==> config.mk <==
export PLATFORM = sky130hd
export DESIGN_NAME = adder_seq_ctrl
export DESIGN_NICKNAME = d
export VERILOG_FILES = /design/src/rtl/adder_seq_pkg.sv /design/src/rtl/adder_chunk.sv /design/src/rtl/adder_seq_ctrl.sv
export SDC_FILE = /design/constraint.sdc
export NUM_CORES = 1
export LEC_CHECK = 0
export ABC_AREA = 1
export BUFFER_PORTS_ARGS = -buffer_cell sky130_fd_sc_hd__buf_2
export CORE_UTILIZATION = 45
export CTS_CLUSTER_DIAMETER = 200
export DETAILED_ROUTE_END_ITERATION = 8
export PLACE_DENSITY = 0.65
export REMOVE_ABC_BUFFERS = 1
export SLEW_MARGIN = 0
export SYNTH_ARGS = -nofsm -noshare
export SYNTH_HDL_FRONTEND = slang
export SYNTH_HIERARCHICAL = 1
export SYNTH_SLANG_ARGS = --single-unit
==> constraint.sdc <==
create_clock -name clk -period 3.8 [get_ports clk]
set_clock_uncertainty 0.15 [all_clocks]
set_input_delay 0.19 -clock clk [delete_from_list [all_inputs] [get_ports clk]]
set_output_delay 0.19 -clock clk [all_outputs]
set_load 0.02 [all_outputs]
==> src/rtl/adder_seq_pkg.sv <==
// Shared types and sizing helpers for the chunked sequential adder.
// Defaults describe a 65-bit add stepped over a 16-bit slice.
package adder_seq_pkg;

  typedef enum logic [1:0] {
    IDLE = 2'd0,
    RUN  = 2'd1,
    DONE = 2'd2
  } state_t;

  function automatic int calc_nchunk(input int width, input int chunk);
    return (width + chunk - 1) / chunk;
  endfunction

  localparam int DEF_WIDTH  = 65;
  localparam int DEF_CHUNK  = 16;
  localparam int DEF_NCHUNK = calc_nchunk(DEF_WIDTH, DEF_CHUNK);
  localparam int PADW       = DEF_NCHUNK * DEF_CHUNK;

endpackage

==> src/rtl/adder_chunk.sv <==
// Combinational CHUNK-bit slice adder with carry in/out; zero latency, no flow control.
module adder_chunk #(
  parameter int CHUNK = 16
) (
  input  logic [CHUNK-1:0] x,
  input  logic [CHUNK-1:0] y,
  input  logic             ci,
  output logic [CHUNK-1:0] s,
  output logic             co
);

  assign {co, s} = {1'b0, x} + {1'b0, y} + {{CHUNK{1'b0}}, ci};

endmodule

==> src/rtl/adder_seq_ctrl.sv <==
// Sequences a WIDTH-bit add over one CHUNK-bit slice, LSB chunk first; result valid NCHUNK clocks
// after accept. One operation in flight: in_ready only in IDLE, result held in DONE until out_ready.
module adder_seq_ctrl
  import adder_seq_pkg::*;
#(
  parameter int WIDTH = DEF_WIDTH,
  parameter int CHUNK = DEF_CHUNK
) (
  input  logic             clk,
  input  logic             rst_n,
  input  logic             in_valid,
  output logic             in_ready,
  input  logic [WIDTH-1:0] a,
  input  logic [WIDTH-1:0] b,
  input  logic             cin,
  output logic             out_valid,
  input  logic             out_ready,
  output logic [WIDTH-1:0] sum,
  output logic             cout,
  output logic             busy
);

  localparam int NCHUNK = calc_nchunk(WIDTH, CHUNK);
  localparam int PAD_W  = NCHUNK * CHUNK;
  localparam int IDXW   = (NCHUNK > 1) ? $clog2(NCHUNK) : 1;
  localparam logic [IDXW-1:0] LAST_IDX = IDXW'(NCHUNK - 1);

  state_t           state_q;
  logic [PAD_W-1:0] a_q, b_q, acc_q, acc_d;
  logic             carry_q;
  logic [IDXW-1:0]  idx_q;
  logic [WIDTH-1:0] sum_q;
  logic             cout_q, cout_d;
  logic             out_valid_q, busy_q;

  logic [CHUNK-1:0] slice_x, slice_y, slice_s;
  logic             slice_co;

  always_comb begin
    slice_x = a_q[int'(idx_q)*CHUNK +: CHUNK];
    slice_y = b_q[int'(idx_q)*CHUNK +: CHUNK];
    acc_d   = acc_q;
    acc_d[int'(idx_q)*CHUNK +: CHUNK] = slice_s;
  end

  adder_chunk #(.CHUNK(CHUNK)) u_chunk (
    .x  (slice_x),
    .y  (slice_y),
    .ci (carry_q),
    .s  (slice_s),
    .co (slice_co)
  );

  // With a partial top chunk, cout is padded bit WIDTH; every bit above it is provably zero.
  if (PAD_W == WIDTH) begin : g_cout_exact
    assign cout_d = slice_co;
  end else begin : g_cout_padded
    assign cout_d = |acc_d[PAD_W-1:WIDTH];
  end

  always_ff @(posedge clk or negedge rst_n) begin
    if (!rst_n) begin
      state_q     <= IDLE;
      a_q         <= '0;
      b_q         <= '0;
      acc_q       <= '0;
      carry_q     <= 1'b0;
      idx_q       <= '0;
      sum_q       <= '0;
      cout_q      <= 1'b0;
      out_valid_q <= 1'b0;
      busy_q      <= 1'b0;
    end else begin
      case (state_q)
        IDLE: begin
          if (in_valid) begin
            a_q     <= PAD_W'(a);
            b_q     <= PAD_W'(b);
            carry_q <= cin;
            idx_q   <= '0;
            acc_q   <= '0;
            busy_q  <= 1'b1;
            state_q <= RUN;
          end
        end
        RUN: begin
          acc_q   <= acc_d;
          carry_q <= slice_co;
          idx_q   <= idx_q + 1'b1;
          if (idx_q == LAST_IDX) begin
            sum_q       <= acc_d[WIDTH-1:0];
            cout_q      <= cout_d;
            out_valid_q <= 1'b1;
            state_q     <= DONE;
          end
        end
        DONE: begin
          if (out_ready) begin
            out_valid_q <= 1'b0;
            busy_q      <= 1'b0;
            state_q     <= IDLE;
          end
        end
        default: state_q <= IDLE;
      endcase
    end
  end

  assign in_ready  = (state_q == IDLE);
  assign out_valid = out_valid_q;
  assign sum       = sum_q;
  assign cout      = cout_q;
  assign busy      = busy_q;

endmodule

Word-level counts from Yosys, hierarchy flattened
Index checks and enable logic that the tools add are counted.
Operators by class
  add/subtract/negate cells: 4
  eq/ne operators: 6
  reduce and logical (&&, ||, !) cells: 11
  shift-type cells: 4
  muxes and demuxes: 16
Operator list (number)
  one-hot mux 80 bit (2 select lines): 1
  variable part select 80 x 8 -> 16 bit: 2
  bitwise mux 80 bit: 1
  2-to-1 mux 80 bit: 1
  variable shift 16 x 33 -> 80 bit (first input constant): 1
  variable part select 16 x 33 -> 80 bit: 1
  negator 7 -> 33 bit: 1
  adder 16 x 16 -> 17 bit: 1
  adder 17 x 1 -> 17 bit: 1
  OR reduction 15 bit: 1
  AND reduction 3 bit: 3
  2-to-1 mux 2 bit: 3
  != test 2 bit (second input constant): 3
  one-hot mux 1 bit (2 select lines): 3
  one-hot mux 2 bit (3 select lines): 1
  one-hot mux 3 bit (2 select lines): 1
  AND reduction 2 bit: 3
  nonzero test 2 bit: 3
  2-to-1 mux 1 bit: 4
  adder 3 x 1 -> 3 bit (second input constant): 1
  equality test 3 bit (second input constant): 1
  2-to-1 mux 3 bit: 1
  equality test 2 x 1 -> 1 bit (second input constant): 1
  equality test 2 bit (second input constant): 1
  zero test 2 bit: 1
Storage, ports and cells
  input port bits: 135
  flip-flop bits (word level): 284
  word-level logic and storage cells: 51

Longest topological paths before layout
  word-level depth: 6
  gate-level depth with buffers: 25

Modules after synthesis
Netlist, hierarchy kept.
By module, submodules not included
  adder_seq_ctrl: area an instance 12917.4 um2, sequential area each 7106.8 um2, cells an instance 1376, times used 1
  adder_chunk: area an instance 992.2 um2, sequential area each 0.0 um2, cells an instance 184, times used 1

Least setup slack after synthesis
Ideal clock, no wire load.
  path type: register to register
  start: register idx_q[0]
  end: register cout_q, in the netlist cout
  slack: 436 ps
  setup time: 115 ps
  stages on the path, launching flop included: 26
  data arrival time: 3099 ps
  path through: dfrtp_1 -> buf_6 -> buf_2 -> buf_1 -> a21oi_1 -> o21ai_0 -> nand3_1 -> nand2_1 -> fa_1 -> fa_1 -> nand2_1 -> nand2_1 -> nand3b_1 -> nand2_2 -> nand2_1 -> nand2_1 -> nand2_1 -> nand2_1 -> inv_1 -> nand3_1 -> nand2_1 -> nand2_1 -> nor2_1 -> nand2_1 -> nor2_1 -> nor2_1
Between the ends
  longest elaborated chain between the ends: 6
  elaborated cells on any way between the ends: 11
  those cells by class: add/sub (3); eq/ne (1); shift (4); mux (1); reduce/logical (2)
Ends and longest elaborated chain
  start, declared: line adder_seq_ctrl.sv:31  | logic [IDXW-1:0] idx_q;
  start signal, assigned: line adder_seq_ctrl.sv:89  | idx_q <= idx_q + 1'b1;
  variable part select 80 x 8 -> 16 bit: line adder_seq_ctrl.sv:41  | slice_y = b_q[int'(idx_q)*CHUNK +: CHUNK];
  via slice_y[0]: line adder_seq_ctrl.sv:36  | logic [CHUNK-1:0] slice_x, slice_y, slice_s;
  adder 16 x 16 -> 17 bit: line adder_chunk.sv:12  | assign {co, s} = {1'b0, x} + {1'b0, y} + {{CHUNK{1'b0}}, ci};
  adder 17 x 1 -> 17 bit: line adder_chunk.sv:12
  via slice_s[10]: line adder_seq_ctrl.sv:36
  variable part select 16 x 33 -> 80 bit: line adder_seq_ctrl.sv:43  | acc_d[int'(idx_q)*CHUNK +: CHUNK] = slice_s;
  bitwise mux 80 bit: line adder_seq_ctrl.sv:43
  OR reduction 15 bit: line adder_seq_ctrl.sv:58  | assign cout_d = |acc_d[PAD_W-1:WIDTH];
  end signal, assigned: line adder_seq_ctrl.sv:92  | cout_q <= cout_d;
  end, declared: line adder_seq_ctrl.sv:33  | logic cout_q, cout_d;
The timed path passes the listed nets, and every way through them passes these cells.
A chain may end at the register's enable or synchronous reset.

Worst setup path in the final report
  start: register idx_q[1]
  end: register acc_q[56]
Between the ends
  longest elaborated chain between the ends: 6
  elaborated cells on any way between the ends: 9
  those cells by class: add/sub (3); shift (4); mux (2)
Ends and longest elaborated chain
  variable part select 80 x 8 -> 16 bit: line adder_seq_ctrl.sv:41
  via slice_y[0]: line adder_seq_ctrl.sv:36
  adder 16 x 16 -> 17 bit: line adder_chunk.sv:12
  adder 17 x 1 -> 17 bit: line adder_chunk.sv:12
  via slice_s[8]: line adder_seq_ctrl.sv:36
  variable part select 16 x 33 -> 80 bit: line adder_seq_ctrl.sv:43
  bitwise mux 80 bit: line adder_seq_ctrl.sv:43
  one-hot mux 80 bit (2 select lines): line adder_seq_ctrl.sv:74  | case (state_q)
  end signal, assigned: line adder_seq_ctrl.sv:66  | acc_q <= '0;
  end signal, assigned: line adder_seq_ctrl.sv:81  | acc_q <= '0;
  end signal, assigned: line adder_seq_ctrl.sv:87  | acc_q <= acc_d;
  end, declared: line adder_seq_ctrl.sv:29  | logic [PAD_W-1:0] a_q, b_q, acc_q, acc_d;
The timed path passes the listed nets, and every way through them passes these cells.

==> reports/summary.md <==
In this run the worst path has a maximum fanout of 5. For the final routed database, the setup TNS stands at 0 ns. The run gives 0 as the number of endpoints with negative hold slack in the final report.

The register area share after synthesis came out at 51.1%. Of all cell types, the one taking the most synthesized area is sky130_fd_sc_hd__dfrtp_1. The first global-routing pass estimated 61.5 mm of wire.

Data required time of the worst path: 4.13 ns. In the final routed layout, each cell accounts on average for 16.8 um. The number of H-tree branching levels is 1, and the ratio of final minimum period to clock period is 91.4%. The number of enable flip-flop cells after synthesis is 0, and the static power due to leakage is 8.65 nW. The number of nets with antenna violations after detailed routing came out at 0. The most common flop cell mapped by yosys was sky130_fd_sc_hd__dfrtp_1.

Setup repair after global routing left no endpoint under its margin. For the number of antenna violations at the first check in global routing, the log shows 1. TritonCTS built the clock tree. The DRC violation count after routing is 0. The number of pins with negative max-slew slack in the final report was 0. The number of buffer cells added on primary ports is 203. Entering global routing, the biggest net connects 127 pins. The run finished with clean final reports. In this run the critical register-to-register path is launched from idx_q[1]$_DFFE_PN0P_. After floorplanning, the core was divided into 64 placement rows.

Measured against its own limit, the worst slew margin works out to 34.0%. Synthesis inferred 284 register bits. Excluding fillers, the count of instances in the completed layout stands at 2284. The depth of the most critical reg-to-reg path was 17. At the end of the flow, the number of nets in the layout was 2024. Before antenna repair, the detailed router went through 7 iterations. The path class of the tightest hold or removal check is in -> async.

Including well taps, the total number of placed cells is 2094. The count of fill cells added during filler insertion is 2667. In the post-synthesis netlist, the biggest area contributors are sky130_fd_sc_hd__dfrtp_1 51%, sky130_fd_sc_hd__mux2_2 10%, sky130_fd_sc_hd__nand2_1 8.5%.

For the post-route worst setup slack, the log shows 0.327 ns. The routed via count is 11900, and the synthesis-to-layout area growth is 26.7%. In this run the register-to-register setup slack is 0.33 ns. After global routing the overflow that remains totals 0. Timing would allow up to 288 MHz. The insertion delay of the later-clocked pin in the worst-skew pair was 0.56 ns.

In this run the power density over the cells is 999 mW/mm^2. Depth of the critical timing path with buffers and inverters included: 17. The critical path goes through clkinv_1 -> a21oi_1 -> o21ai_0 -> nand3_1 -> nand2_1 -> fa_1 -> fa_1 -> nand2_1 -> a21oi_2 -> a21oi_1 -> xnor2_1 -> inv_1 -> nor2_1 -> nand3_1 -> o21ai_0 -> nand2_1 -> o21ai_0.

Starting density of the core: 45.6%. In the synthesized netlist the async set-or-reset flop fraction comes to 100%. After legalization and detailed placement, the total HPWL measured 24.1 mm. In this run the cell area of the synthesized design comes to 0.0139 sq mm. In this run the horizontal extent of the chip is 178 um. For the deepest clock path buffer count, the log shows 3. The I/O pin count was 204; the worst setup slack after placement was 0.350 ns. In this run the critical register-to-register path is captured at acc_q[56]$_DFFE_PN0P_. The family with the most delay on the worst path is adder cells. Clock tree synthesis selected as its root buffer the cell sky130_fd_sc_hd__clkbuf_16.

Sort of element at the start of the critical path: a flop. For the pin with the worst max-slew slack, the measured transition is 0.990 ns. The core occupancy in the finished layout is 57.7%, and the via count of the first global-routing pass is 11900. In the final layout, the multi-input gates occupy 0.00582 sq mm.

STA classifies the critical path endpoint as a flop. The netlist uses 41 different library cells. The first routing iteration left 690 violations.

The data arrival time of the critical path is 3.80 ns. The critical path is of the reg -> reg type. The sum of routed wire length over all layers came out at 38.4 mm. The die covers 0.0316 sq mm.

Global routing used 24.6% of the available tracks. Hold timing on the final database bottoms out at a slack of 0.154 ns. The top cell type's share of synthesized area was 51.1%; the number of clock sinks was 284. Cell with the largest stage delay on the worst path: sky130_fd_sc_hd__fa_1.

The routed design could run at a clock period as short as 3.47 ns. The proportion of layout cells with a drive suffix above 1 is 23.7%, and the die outline height is 178 um. After clock tree synthesis, the clock-pin slew on the worst setup and hold paths is 0.06 ns.

In the routed layout, each cell is associated on average with a via count of 5.20. Peak per-stage delay on the critical path: 0.46 ns. Setup violations remaining at the end of the flow were counted as 0. Summing all flip-flop and latch instances after layout gives 0.00711 sq mm.

The final weighted congestion in routability-driven placement came out at 0.874. The Yosys warning count is 6. IR analysis of the VDD net gives a maximum drop of 533 uV. The synthesized area divided by synthesized cell count works out to 8.92 sq um. The area inside the core boundary is 0.0305 sq mm. In the layout the commonest cells are 315 x sky130_fd_sc_hd__nand2_1, 283 x sky130_fd_sc_hd__dfrtp_1, 202 x sky130_fd_sc_hd__buf_2. The library cell used most frequently in the layout, excluding fill and tap cells, is sky130_fd_sc_hd__nand2_1.

Max-cap violations in this run came to 0. Counting the buffers created by CTS gives 31. The number of buffers and inverters on the critical path is 2.

The tools report the cell count after synthesis as 1560.
==> worst max path at each step <==
stage,from,endpoint,slack (ns)
2_1_floorplan,idx_q[0]$_DFFE_PN0P_,sum[0]$_DFFE_PN0P_,-1.07
3_3_place_gp,idx_q[0]$_DFFE_PN0P_,acc_q[59]$_DFFE_PN0P_,0.42
3_5_place_dp,idx_q[1]$_DFFE_PN0P_,acc_q[56]$_DFFE_PN0P_,0.35
4_1_cts,idx_q[1]$_DFFE_PN0P_,acc_q[56]$_DFFE_PN0P_,0.34
5_1_grt,idx_q[1]$_DFFE_PN0P_,acc_q[62]$_DFFE_PN0P_,0.02
6_report,idx_q[1]$_DFFE_PN0P_,acc_q[56]$_DFFE_PN0P_,0.33
==> flip-flops by register name, summed over array words and instances, names as in the netlist <==
| signal | flops |
|---|---|
| cout | 1 |
| acc_q | 80 |
| a_q | 65 |
| idx_q | 3 |
| carry_q | 1 |
| sum | 65 |
| busy | 1 |
| out_valid | 1 |
| b_q | 65 |
| state_q | 2 |
==> layer usage <==
metal	track usage [%]	wire length, um	vias to the layer above	part of all wire [%]
met1	33.5	17100	5768	44
met5	0	0	-	0
met2	41.0	18400	346	48
li1	-	-	5703	-
met3	3.17	2060	71	5.4
met4	7.02	897	0	2.3
==> where the power goes <==
| part | internal, W | leakage [nW] | switching (W) |
|---|---|---|---|
| logic | 0.00325 | 4.54 | 0.00637 |
| clock network | 0.00173 | 0.494 | 0.00122 |
| registers | 0.00436 | 3.62 | 0.000656 |
==> repair_timing <==
action	4_1_cts	5_1_grt
endpoints found under the hold margin	256	0
gates resized for setup	0	1
buffers inserted	0	0
setup endpoints to repair	0	1
hold buffers	134	0
==> cell families after synthesis <==
group	Yosys count	share of synthesized area (%)
AOI/OAI and AO/OA	288	11.0
adders and majority gates	24	2.27
and+or+nand+nor	588	17.6
DFF	284	51.1
buffers and inverters	240	7.17
xor gates and xnor gates	8	0.504
muxes	128	10.4
==> metrics by stage <==
step	total power, W	instance area (sq um)
finish	0.0176	17600
global route	0.0189	17600
CTS	0.0176	17600
detailed placement	0.0144	15300
global placement	0.0142	15300
floorplan	0.0113	13500
==> layout make-up <==
| type | instances | share of cell area (%) |
|---|---|---|
| Sequential cell | 284 | 40.3 |
| Tap cell | 396 | 2.81 |
| Clock inverter | 8 | 0.426 |
| Antenna cell | 1 | 0.0142 |
| Clock buffer | 47 | 5.26 |
| Inverter | 153 | 3.26 |
| Multi-Input combinational cell | 1036 | 33.1 |
| Timing Repair Buffer | 359 | 14.8 |
==> synthesized netlist by cell type (3+ instances only) <==
cell / count
sky130_fd_sc_hd__buf_2: 26
sky130_fd_sc_hd__buf_4: 8
sky130_fd_sc_hd__a31oi_1: 12
sky130_fd_sc_hd__a21oi_2: 3
sky130_fd_sc_hd__o21ai_1: 10
sky130_fd_sc_hd__nand3_1: 65
sky130_fd_sc_hd__mux2_2: 128
sky130_fd_sc_hd__nor2_2: 4
sky130_fd_sc_hd__nand3_2: 5
sky130_fd_sc_hd__nand2_2: 12
sky130_fd_sc_hd__nand2_4: 4
sky130_fd_sc_hd__xor2_1: 6
sky130_fd_sc_hd__clkbuf_1: 39
sky130_fd_sc_hd__nand2_1: 316
sky130_fd_sc_hd__inv_2: 10
sky130_fd_sc_hd__nor2_1: 172
sky130_fd_sc_hd__nor3_2: 3
sky130_fd_sc_hd__inv_1: 142
sky130_fd_sc_hd__buf_6: 3
sky130_fd_sc_hd__buf_1: 9
sky130_fd_sc_hd__dfrtp_1: 284
sky130_fd_sc_hd__o22ai_1: 44
sky130_fd_sc_hd__a21oi_1: 41
sky130_fd_sc_hd__ha_1: 22
sky130_fd_sc_hd__o21ai_0: 174
Power figures use the tool's default switching activity.
